[config.mk]
export PLATFORM = sky130hd
export DESIGN_NAME = uart_rx_msg_parser_flat
export DESIGN_NICKNAME = d
export VERILOG_FILES = /design/src/rtl/uart_msg_pkg.sv /design/src/rtl/uart_rx_msg_parser_if.sv /design/src/rtl/uart_rx_msg_parser.sv /design/src/flat_wrapper.sv
export SDC_FILE = /design/constraint.sdc
export NUM_CORES = 1
export LEC_CHECK = 0
export ABC_AREA = 1
export CELL_PAD_IN_SITES_DETAIL_PLACEMENT = 0
export CELL_PAD_IN_SITES_GLOBAL_PLACEMENT = 2
export CORE_MARGIN = 2
export CORE_UTILIZATION = 31
export DETAILED_ROUTE_END_ITERATION = 7
export GPL_TIMING_DRIVEN = 0
export PLACE_DENSITY_LB_ADDON = 0.1
export SKIP_LAST_GASP = 1
export SLEW_MARGIN = 20
export SYNTH_ARGS = -nofsm -noshare
export SYNTH_HDL_FRONTEND = slang
export SYNTH_SLANG_ARGS = --single-unit
export TNS_END_PERCENT = 1
[constraint.sdc]
create_clock -name i_clk -period 2.3 [get_ports i_clk]
set_clock_uncertainty 0.15 [all_clocks]
set_input_delay 0.345 -clock i_clk [delete_from_list [all_inputs] [get_ports i_clk]]
set_output_delay 0.345 -clock i_clk [all_outputs]
set_load 0.02 [all_outputs]
[src/rtl/uart_msg_pkg.sv]
// uart_msg_pkg: message codes, CRC8 helper and rx parser states shared by the parser and response builder
package uart_msg_pkg;

    localparam logic [7:0] BYTE_HEADER = 8'h5A;
    localparam logic [7:0] CMD_THETA   = 8'hD1;
    localparam logic [7:0] CMD_BURST   = 8'hD2;
    localparam logic [7:0] CMD_DISABLE = 8'hE1;
    localparam logic [7:0] CMD_ENABLE  = 8'hE2;
    localparam logic [7:0] CRC8_POLY   = 8'h9B;

    typedef enum logic [2:0] {ST_IDLE, ST_CMD, ST_BURST, ST_THETA, ST_CRC, ST_CHECK} rx_state_e;

    // MSB-first, unreflected, no final XOR
    function automatic logic [7:0] crc8_byte(input logic [7:0] crc, input logic [7:0] data);
        logic [7:0] c;
        c = crc ^ data;
        for (int i = 0; i < 8; i++) c = c[7] ? ({c[6:0], 1'b0} ^ CRC8_POLY) : {c[6:0], 1'b0};
        return c;
    endfunction

endpackage

[src/rtl/uart_rx_msg_parser_if.sv]
// uart_rx_msg_parser_if: byte stream from the UART receiver into the message parser
interface uart_rx_msg_parser_if;

    logic [7:0] rx_byte;
    logic       rx_byte_valid;

    modport master (output rx_byte, rx_byte_valid);
    modport slave  (input  rx_byte, rx_byte_valid);

endinterface

[src/rtl/uart_rx_msg_parser.sv]
// uart_rx_msg_parser: frames 5A/cmd/payload/CRC8 messages and issues command, burst and theta operands
module uart_rx_msg_parser
    import uart_msg_pkg::*;
#(
    parameter int TIMEOUT_CYCLES = 1_000_000,
    parameter int THETA_BYTES    = 6
) (
    input  logic                     i_clk,
    input  logic                     i_rst_n,
    uart_rx_msg_parser_if.slave      rx_if,
    output logic [7:0]               o_cmd_reg,
    output logic                     o_cmd_valid,
    output logic [7:0]               o_burst_cnt,
    output logic                     o_burst_cnt_valid,
    output logic [8*THETA_BYTES-1:0] o_theta,
    output logic                     o_theta_valid,
    output logic                     o_cordic_en,
    output logic                     o_rx_msg_err
);

    localparam int THW = 8 * THETA_BYTES;
    localparam int TMW = $clog2(TIMEOUT_CYCLES + 1);
    localparam int CW  = $clog2(THETA_BYTES) + 1;

    rx_state_e        r_state, w_state;
    logic [7:0]       r_crc, w_crc, r_cmd, w_cmd, r_burst, w_burst, r_rx_crc, w_rx_crc;
    logic [THW-1:0]   r_shift, w_shift, r_theta, w_theta;
    logic [CW-1:0]    r_cnt, w_cnt;
    logic [TMW-1:0]   r_timer, w_timer;
    logic             r_pend_valid, w_pend_valid;
    logic [7:0]       r_pend_byte, w_pend_byte;
    logic [7:0]       r_cmd_reg, w_cmd_reg, r_burst_cnt, w_burst_cnt;
    logic             r_cmd_valid, w_cmd_valid, r_burst_valid, w_burst_valid;
    logic             r_theta_valid, w_theta_valid, r_cordic_en, w_cordic_en, r_err, w_err;
    logic             w_valid, w_busy, w_timeout, w_is_d, w_accept;
    logic [7:0]       w_byte, w_crc_next;

    // A strobe landing in CHECK is parked one cycle and replayed from IDLE
    assign w_valid    = rx_if.rx_byte_valid | r_pend_valid;
    assign w_byte     = r_pend_valid ? r_pend_byte : rx_if.rx_byte;
    assign w_busy     = (r_state != ST_IDLE) && (r_state != ST_CHECK);
    assign w_timeout  = w_busy && !w_valid && (r_timer == TMW'(TIMEOUT_CYCLES - 1));
    assign w_crc_next = crc8_byte(r_crc, w_byte);
    assign w_is_d     = (r_cmd == CMD_THETA) || (r_cmd == CMD_BURST);
    assign w_accept   = (r_rx_crc == r_crc) && !((r_cmd == CMD_BURST) && (r_burst == 8'h00))
                        && !(w_is_d && !r_cordic_en);

    always_comb begin
        w_state       = r_state;
        w_crc         = r_crc;
        w_cmd         = r_cmd;
        w_burst       = r_burst;
        w_shift       = r_shift;
        w_cnt         = r_cnt;
        w_rx_crc      = r_rx_crc;
        w_timer       = (w_busy && !w_valid) ? r_timer + 1'b1 : '0;
        w_pend_valid  = (r_state == ST_CHECK) && rx_if.rx_byte_valid;
        w_pend_byte   = w_pend_valid ? rx_if.rx_byte : r_pend_byte;
        w_cmd_reg     = r_cmd_reg;
        w_burst_cnt   = r_burst_cnt;
        w_theta       = r_theta;
        w_cordic_en   = r_cordic_en;
        w_cmd_valid   = 1'b0;
        w_burst_valid = 1'b0;
        w_theta_valid = 1'b0;
        w_err         = 1'b0;
        case (r_state)
            ST_IDLE: if (w_valid && (w_byte == BYTE_HEADER)) begin
                w_state = ST_CMD;
                w_crc   = crc8_byte(8'h00, w_byte);
            end
            ST_CMD: if (w_valid) begin
                w_cmd = w_byte;
                w_crc = w_crc_next;
                w_cnt = '0;
                if (w_byte == CMD_THETA) w_state = ST_THETA;
                else if (w_byte == CMD_BURST) w_state = ST_BURST;
                else if ((w_byte == CMD_DISABLE) || (w_byte == CMD_ENABLE)) w_state = ST_CRC;
                else begin
                    w_state = ST_IDLE;
                    w_crc   = 8'h00;
                    w_err   = 1'b1;
                end
            end
            ST_BURST: if (w_valid) begin
                w_burst = w_byte;
                w_crc   = w_crc_next;
                w_state = ST_THETA;
            end
            ST_THETA: if (w_valid) begin
                w_shift = {w_byte, r_shift[THW-1:8]};
                w_crc   = w_crc_next;
                w_cnt   = r_cnt + 1'b1;
                w_state = (r_cnt == CW'(THETA_BYTES - 1)) ? ST_CRC : ST_THETA;
            end
            ST_CRC: if (w_valid) begin
                w_rx_crc = w_byte;
                w_state  = ST_CHECK;
            end
            ST_CHECK: begin
                w_state = ST_IDLE;
                w_crc   = 8'h00;
                w_err   = !w_accept;
                if (w_accept) begin
                    w_cmd_valid   = 1'b1;
                    w_cmd_reg     = r_cmd;
                    w_theta_valid = w_is_d;
                    w_burst_valid = (r_cmd == CMD_BURST);
                    w_theta       = w_is_d ? r_shift : r_theta;
                    w_burst_cnt   = (r_cmd == CMD_BURST) ? r_burst : r_burst_cnt;
                    w_cordic_en   = (r_cmd == CMD_ENABLE) ? 1'b1 : (r_cmd == CMD_DISABLE) ? 1'b0 : r_cordic_en;
                end
            end
            default: w_state = ST_IDLE;
        endcase
        if (w_timeout) begin
            w_state = ST_IDLE;
            w_crc   = 8'h00;
            w_err   = 1'b1;
        end
    end

    always_ff @(posedge i_clk or negedge i_rst_n) begin
        if (!i_rst_n) begin
            r_state       <= ST_IDLE;
            r_crc         <= '0;
            r_cmd         <= '0;
            r_burst       <= '0;
            r_shift       <= '0;
            r_cnt         <= '0;
            r_rx_crc      <= '0;
            r_timer       <= '0;
            r_pend_valid  <= 1'b0;
            r_pend_byte   <= '0;
            r_cmd_reg     <= '0;
            r_burst_cnt   <= '0;
            r_theta       <= '0;
            r_cordic_en   <= 1'b0;
            r_cmd_valid   <= 1'b0;
            r_burst_valid <= 1'b0;
            r_theta_valid <= 1'b0;
            r_err         <= 1'b0;
        end else begin
            r_state       <= w_state;
            r_crc         <= w_crc;
            r_cmd         <= w_cmd;
            r_burst       <= w_burst;
            r_shift       <= w_shift;
            r_cnt         <= w_cnt;
            r_rx_crc      <= w_rx_crc;
            r_timer       <= w_timer;
            r_pend_valid  <= w_pend_valid;
            r_pend_byte   <= w_pend_byte;
            r_cmd_reg     <= w_cmd_reg;
            r_burst_cnt   <= w_burst_cnt;
            r_theta       <= w_theta;
            r_cordic_en   <= w_cordic_en;
            r_cmd_valid   <= w_cmd_valid;
            r_burst_valid <= w_burst_valid;
            r_theta_valid <= w_theta_valid;
            r_err         <= w_err;
        end
    end

    assign o_cmd_reg         = r_cmd_reg;
    assign o_cmd_valid       = r_cmd_valid;
    assign o_burst_cnt       = r_burst_cnt;
    assign o_burst_cnt_valid = r_burst_valid;
    assign o_theta           = r_theta;
    assign o_theta_valid     = r_theta_valid;
    assign o_cordic_en       = r_cordic_en;
    assign o_rx_msg_err      = r_err;

endmodule

[src/flat_wrapper.sv]
// flat-port wrapper written by rule: the top's interface ports become plain ports
module uart_rx_msg_parser_flat import uart_msg_pkg::*;
#(
    parameter int TIMEOUT_CYCLES = 1_000_000,
    parameter int THETA_BYTES    = 6
)
  (i_clk, i_rst_n, o_cmd_reg, o_cmd_valid, o_burst_cnt, o_burst_cnt_valid, o_theta, o_theta_valid, o_cordic_en, o_rx_msg_err, rx_if_rx_byte, rx_if_rx_byte_valid);
  uart_rx_msg_parser_if rx_if_i ();
  input  logic i_clk;
  input  logic i_rst_n;
  output logic [7:0] o_cmd_reg;
  output logic o_cmd_valid;
  output logic [7:0] o_burst_cnt;
  output logic o_burst_cnt_valid;
  output logic [8*THETA_BYTES-1:0] o_theta;
  output logic o_theta_valid;
  output logic o_cordic_en;
  output logic o_rx_msg_err;
  input wire logic [$bits(rx_if_i.rx_byte)-1:0] rx_if_rx_byte;
  input wire logic [$bits(rx_if_i.rx_byte_valid)-1:0] rx_if_rx_byte_valid;
  assign rx_if_i.rx_byte = rx_if_rx_byte;
  assign rx_if_i.rx_byte_valid = rx_if_rx_byte_valid;
  uart_rx_msg_parser #(.TIMEOUT_CYCLES(TIMEOUT_CYCLES), .THETA_BYTES(THETA_BYTES)) u_core (.i_clk(i_clk), .i_rst_n(i_rst_n), .rx_if(rx_if_i), .o_cmd_reg(o_cmd_reg), .o_cmd_valid(o_cmd_valid), .o_burst_cnt(o_burst_cnt), .o_burst_cnt_valid(o_burst_cnt_valid), .o_theta(o_theta), .o_theta_valid(o_theta_valid), .o_cordic_en(o_cordic_en), .o_rx_msg_err(o_rx_msg_err));
endmodule
==> qor.yml, run 1 <==
synth_top_cell_by_area: "dfrtp_1"
syn_nets: 1074
placed_area_um2: 10000
final_cells: 1563
synth.top_cell.area_share: 0.533
io_buffers: 79
finalHoldViolCount: 0
worstMarginPinSlew_ps: 664
grt_antenna_before_repair: 0
clk_latency_ps: 440
cts.sinks: 185
netlist_top_cells_count: "nand2_1 (348), dfrtp_1 (185), o21ai_0 (123), inv_1 (112), nand3_1 (69)"
p_leak_nw: 5.08
async_flop_share: 1.00
cp_top_family: "simple AND/OR/NAND/NOR gates"
final.period_utilization: 1.09
rrSetupSlack_ps: -200
drtAntennaViolNets: 0
synthFlopType: "dfrtp_1"
die-area_um2: 29400
setup_slack_ps: -201
r2r_end: "u_core.r_crc[7]"
dp_hpwl_um: 17500
vias: 7125
yosysWarnings: 0
dp.cells: 1517
rsz0062_at_grt: "true"
slew_violations: 0
irDropWorstVdd_mv: 0.477
synth.most_common_cell: "nand2_1"
rr_startpoint: "u_core.r_pend_valid"
syn_area_um2: 8680
status: "finished with violations"
grt_start_max_net_pins: 85
crit_cells: 22
crit_slowest_cell: "dfrtp_1"
die_h_um: 171
htreeDepth: 4
synth_adder_area_share: 0.00721
tritoncts: "yes"
syn_area_per_cell_um2: 8.21
cpPeakStageDelay_ps: 380
grt.total_usage: 0.171
grt_first_pass_wirelength_um: 39000
wirelength_um: 23800
r2r.worst_path.cells: 22
cp_max_fo: 6
initial_core_util: 0.313
synthMuxAreaShare: 0
vias_per_cell: 4.56
clockBufferDepth: 2
finalCriticalPeriod_ps: 2500
placeableCoreArea_um2: 27700
crit_end: "u_core.r_crc[7]"
synth_edf_count: 0
synth-simple-area-share: 0.264
netlist_instances: 1058
numCtsBuffers: 17
root_buffer: "clkbuf_16"
whs_ps: 180
path_clk_slew_ps: 80
row_count: 61
synth-compound-area-share: 0.111
drive_above_1_share: 0.122
grt_pass1_vias: 7046
final_nets: 1188
crit_start: "u_core.r_pend_valid"
first_iter_violations: 491
ys_types: 38
max_cap_viol_count: 0
drt_pass1_iterations: 5
crit_arrival_ps: 2680
cp.required_ps: 2480
drc: 0
path_class: "reg2reg"
overflow: 0
cellPowerDensity_nw_per_um2: 917
post_drt_wl_per_cell_um: 15.2
yosysSeqAreaShare: 0.533
antenna_cells: 0
fmax_mhz: 400
worstSetupEndpointType: "flip-flop"
crit_top_cell: "nand2_1"
ys_ff_latch: 185
synth_top_family_by_area: "simple AND/OR/NAND/NOR gates"
hold_path_class: "in2async"
ios: 80
path_cells: "buf_6 > inv_4 > buf_12 > nand2_8 > nand2_8 > inv_8 > ha_4 > inv_4 > nand2_4 > nand2_2 > nand2_2 > nand2_2 > nand2_2 > nand3_2 > nand3_2 > nand2_1 > nand2_1 > nand3_1 > nand2_1 > inv_2 > nand2_1 > nand2_1"
fin_area_um2: 11000
setup_tns_ps: -1240
violations: "setup timing"
start_kind: "flip-flop"
synthTopCellsByArea: "dfrtp_1 (53%), nand2_1 (15%), o21ai_0 (7.1%)"
synthXorXnorAreaFrac: 0.0131
area_delta_synth_final_pct: 26.5
crit_buf_inv: 6
die_width_um: 171
place.gp.congestion: 0.821
max_slew_margin: 0.554
pre_cts_slack_ps: -689
finalSetupViolCount: 22
## cell families after synthesis
| kind of cell | count (synthesis) |
|---|---|
| AO/OA/AOI/OAI | 182 |
| XOR/XNOR | 13 |
| adder cells (fa/ha/maj) | 5 |
| buffers and inverters | 151 |
| flip-flops | 185 |
| AND/OR/NAND/NOR | 522 |
## worst min-delay path by stage
stage                      start               endpoint  slack (ps)  depth (start not counted)
2_1_floorplan            i_rst_n  u_core.o_burst_cnt[0]        -100                          0
3_3_place_gp   u_core.r_timer[0]      u_core.r_timer[0]         310                          1
3_5_place_dp             i_rst_n     u_core.o_theta[15]          50                          1
4_1_cts                  i_rst_n     u_core.o_theta[15]         170                          2
5_1_grt                  i_rst_n     u_core.o_theta[15]         180                          2
6_report                 i_rst_n     u_core.o_theta[15]         180                          2
## power by group
part           switching, mW  total, mW  leakage [nW]  internal (mW)
Combinational           1.71       2.56          2.34          0.846
Sequential             0.438       4.35          2.43           3.91
Clock                   1.55       3.16         0.310           1.61
Total                   3.70       10.1          5.08           6.37
## routing by layer
metal,vias up,part of all wire,track usage
li1,3632,-,-
met1,3378,0.52,0.257
met2,104,0.44,0.260
met3,11,0.028,0.0267
met4,0,0.0072,0.0361
met5,-,0,0
## cell type report
cell class,count,area (um2)
Tap cell,378,473
Sequential cell,185,4630
Timing Repair Buffer,95,971
Clock buffer,17,425
Fill cell,2884,16700
Clock inverter,15,223
Inverter,123,477
Buffer,28,166
Multi-Input combinational cell,722,3620
## cells in the final DEF (no fill, tap or decap), types with 6 or more instances in the layout
cell             instances
a21oi_1                 14
buf_2                    9
buf_4                   12
clkbuf_1                14
clkbuf_16               17
clkdlybuf4s50_1         78
clkinv_8                 7
dfrtp_1                185
inv_1                  108
inv_2                    9
nand2_1                337
nand2_2                 22
nand2_4                 15
nand3_1                 61
nand3_2                  7
nand4_1                 11
nor2_1                  32
nor3_1                  10
nor4_1                  10
o21ai_0                123
o21ai_1                 30
xnor2_1                  6
xor2_1                   7
## what timing repair did
item | in CTS | in global routing
gates resized for setup | 18 | 24
pin swaps | 4 | 12
hold endpoints to repair | 185 | 0
setup endpoints to repair | 68 | 148
buffers inserted | 9 | 4
hold buffers | 1 | 0
## per-stage QoR
stage,util,total power [mW]
after floorplan,-,6.07
after global placement,0.360,6.92
after detailed placement,0.362,6.93
after CTS,0.391,10.2
after global routing,0.396,10.8
final,0.396,10.1
Note: power is estimated with default switching activity, not from simulation.
==> run 2: changes to the inputs <==
--- a/config.mk
+++ b/config.mk
@@ -10,6 +10,7 @@
 export CELL_PAD_IN_SITES_GLOBAL_PLACEMENT = 2
 export CORE_MARGIN = 2
 export CORE_UTILIZATION = 31
+export CTS_CLUSTER_DIAMETER = 200
 export DETAILED_ROUTE_END_ITERATION = 7
 export GPL_TIMING_DRIVEN = 0
 export PLACE_DENSITY_LB_ADDON = 0.1
==> results of run 2 <==
No change in the layout: final DEF, timing and power equal those of run 1.
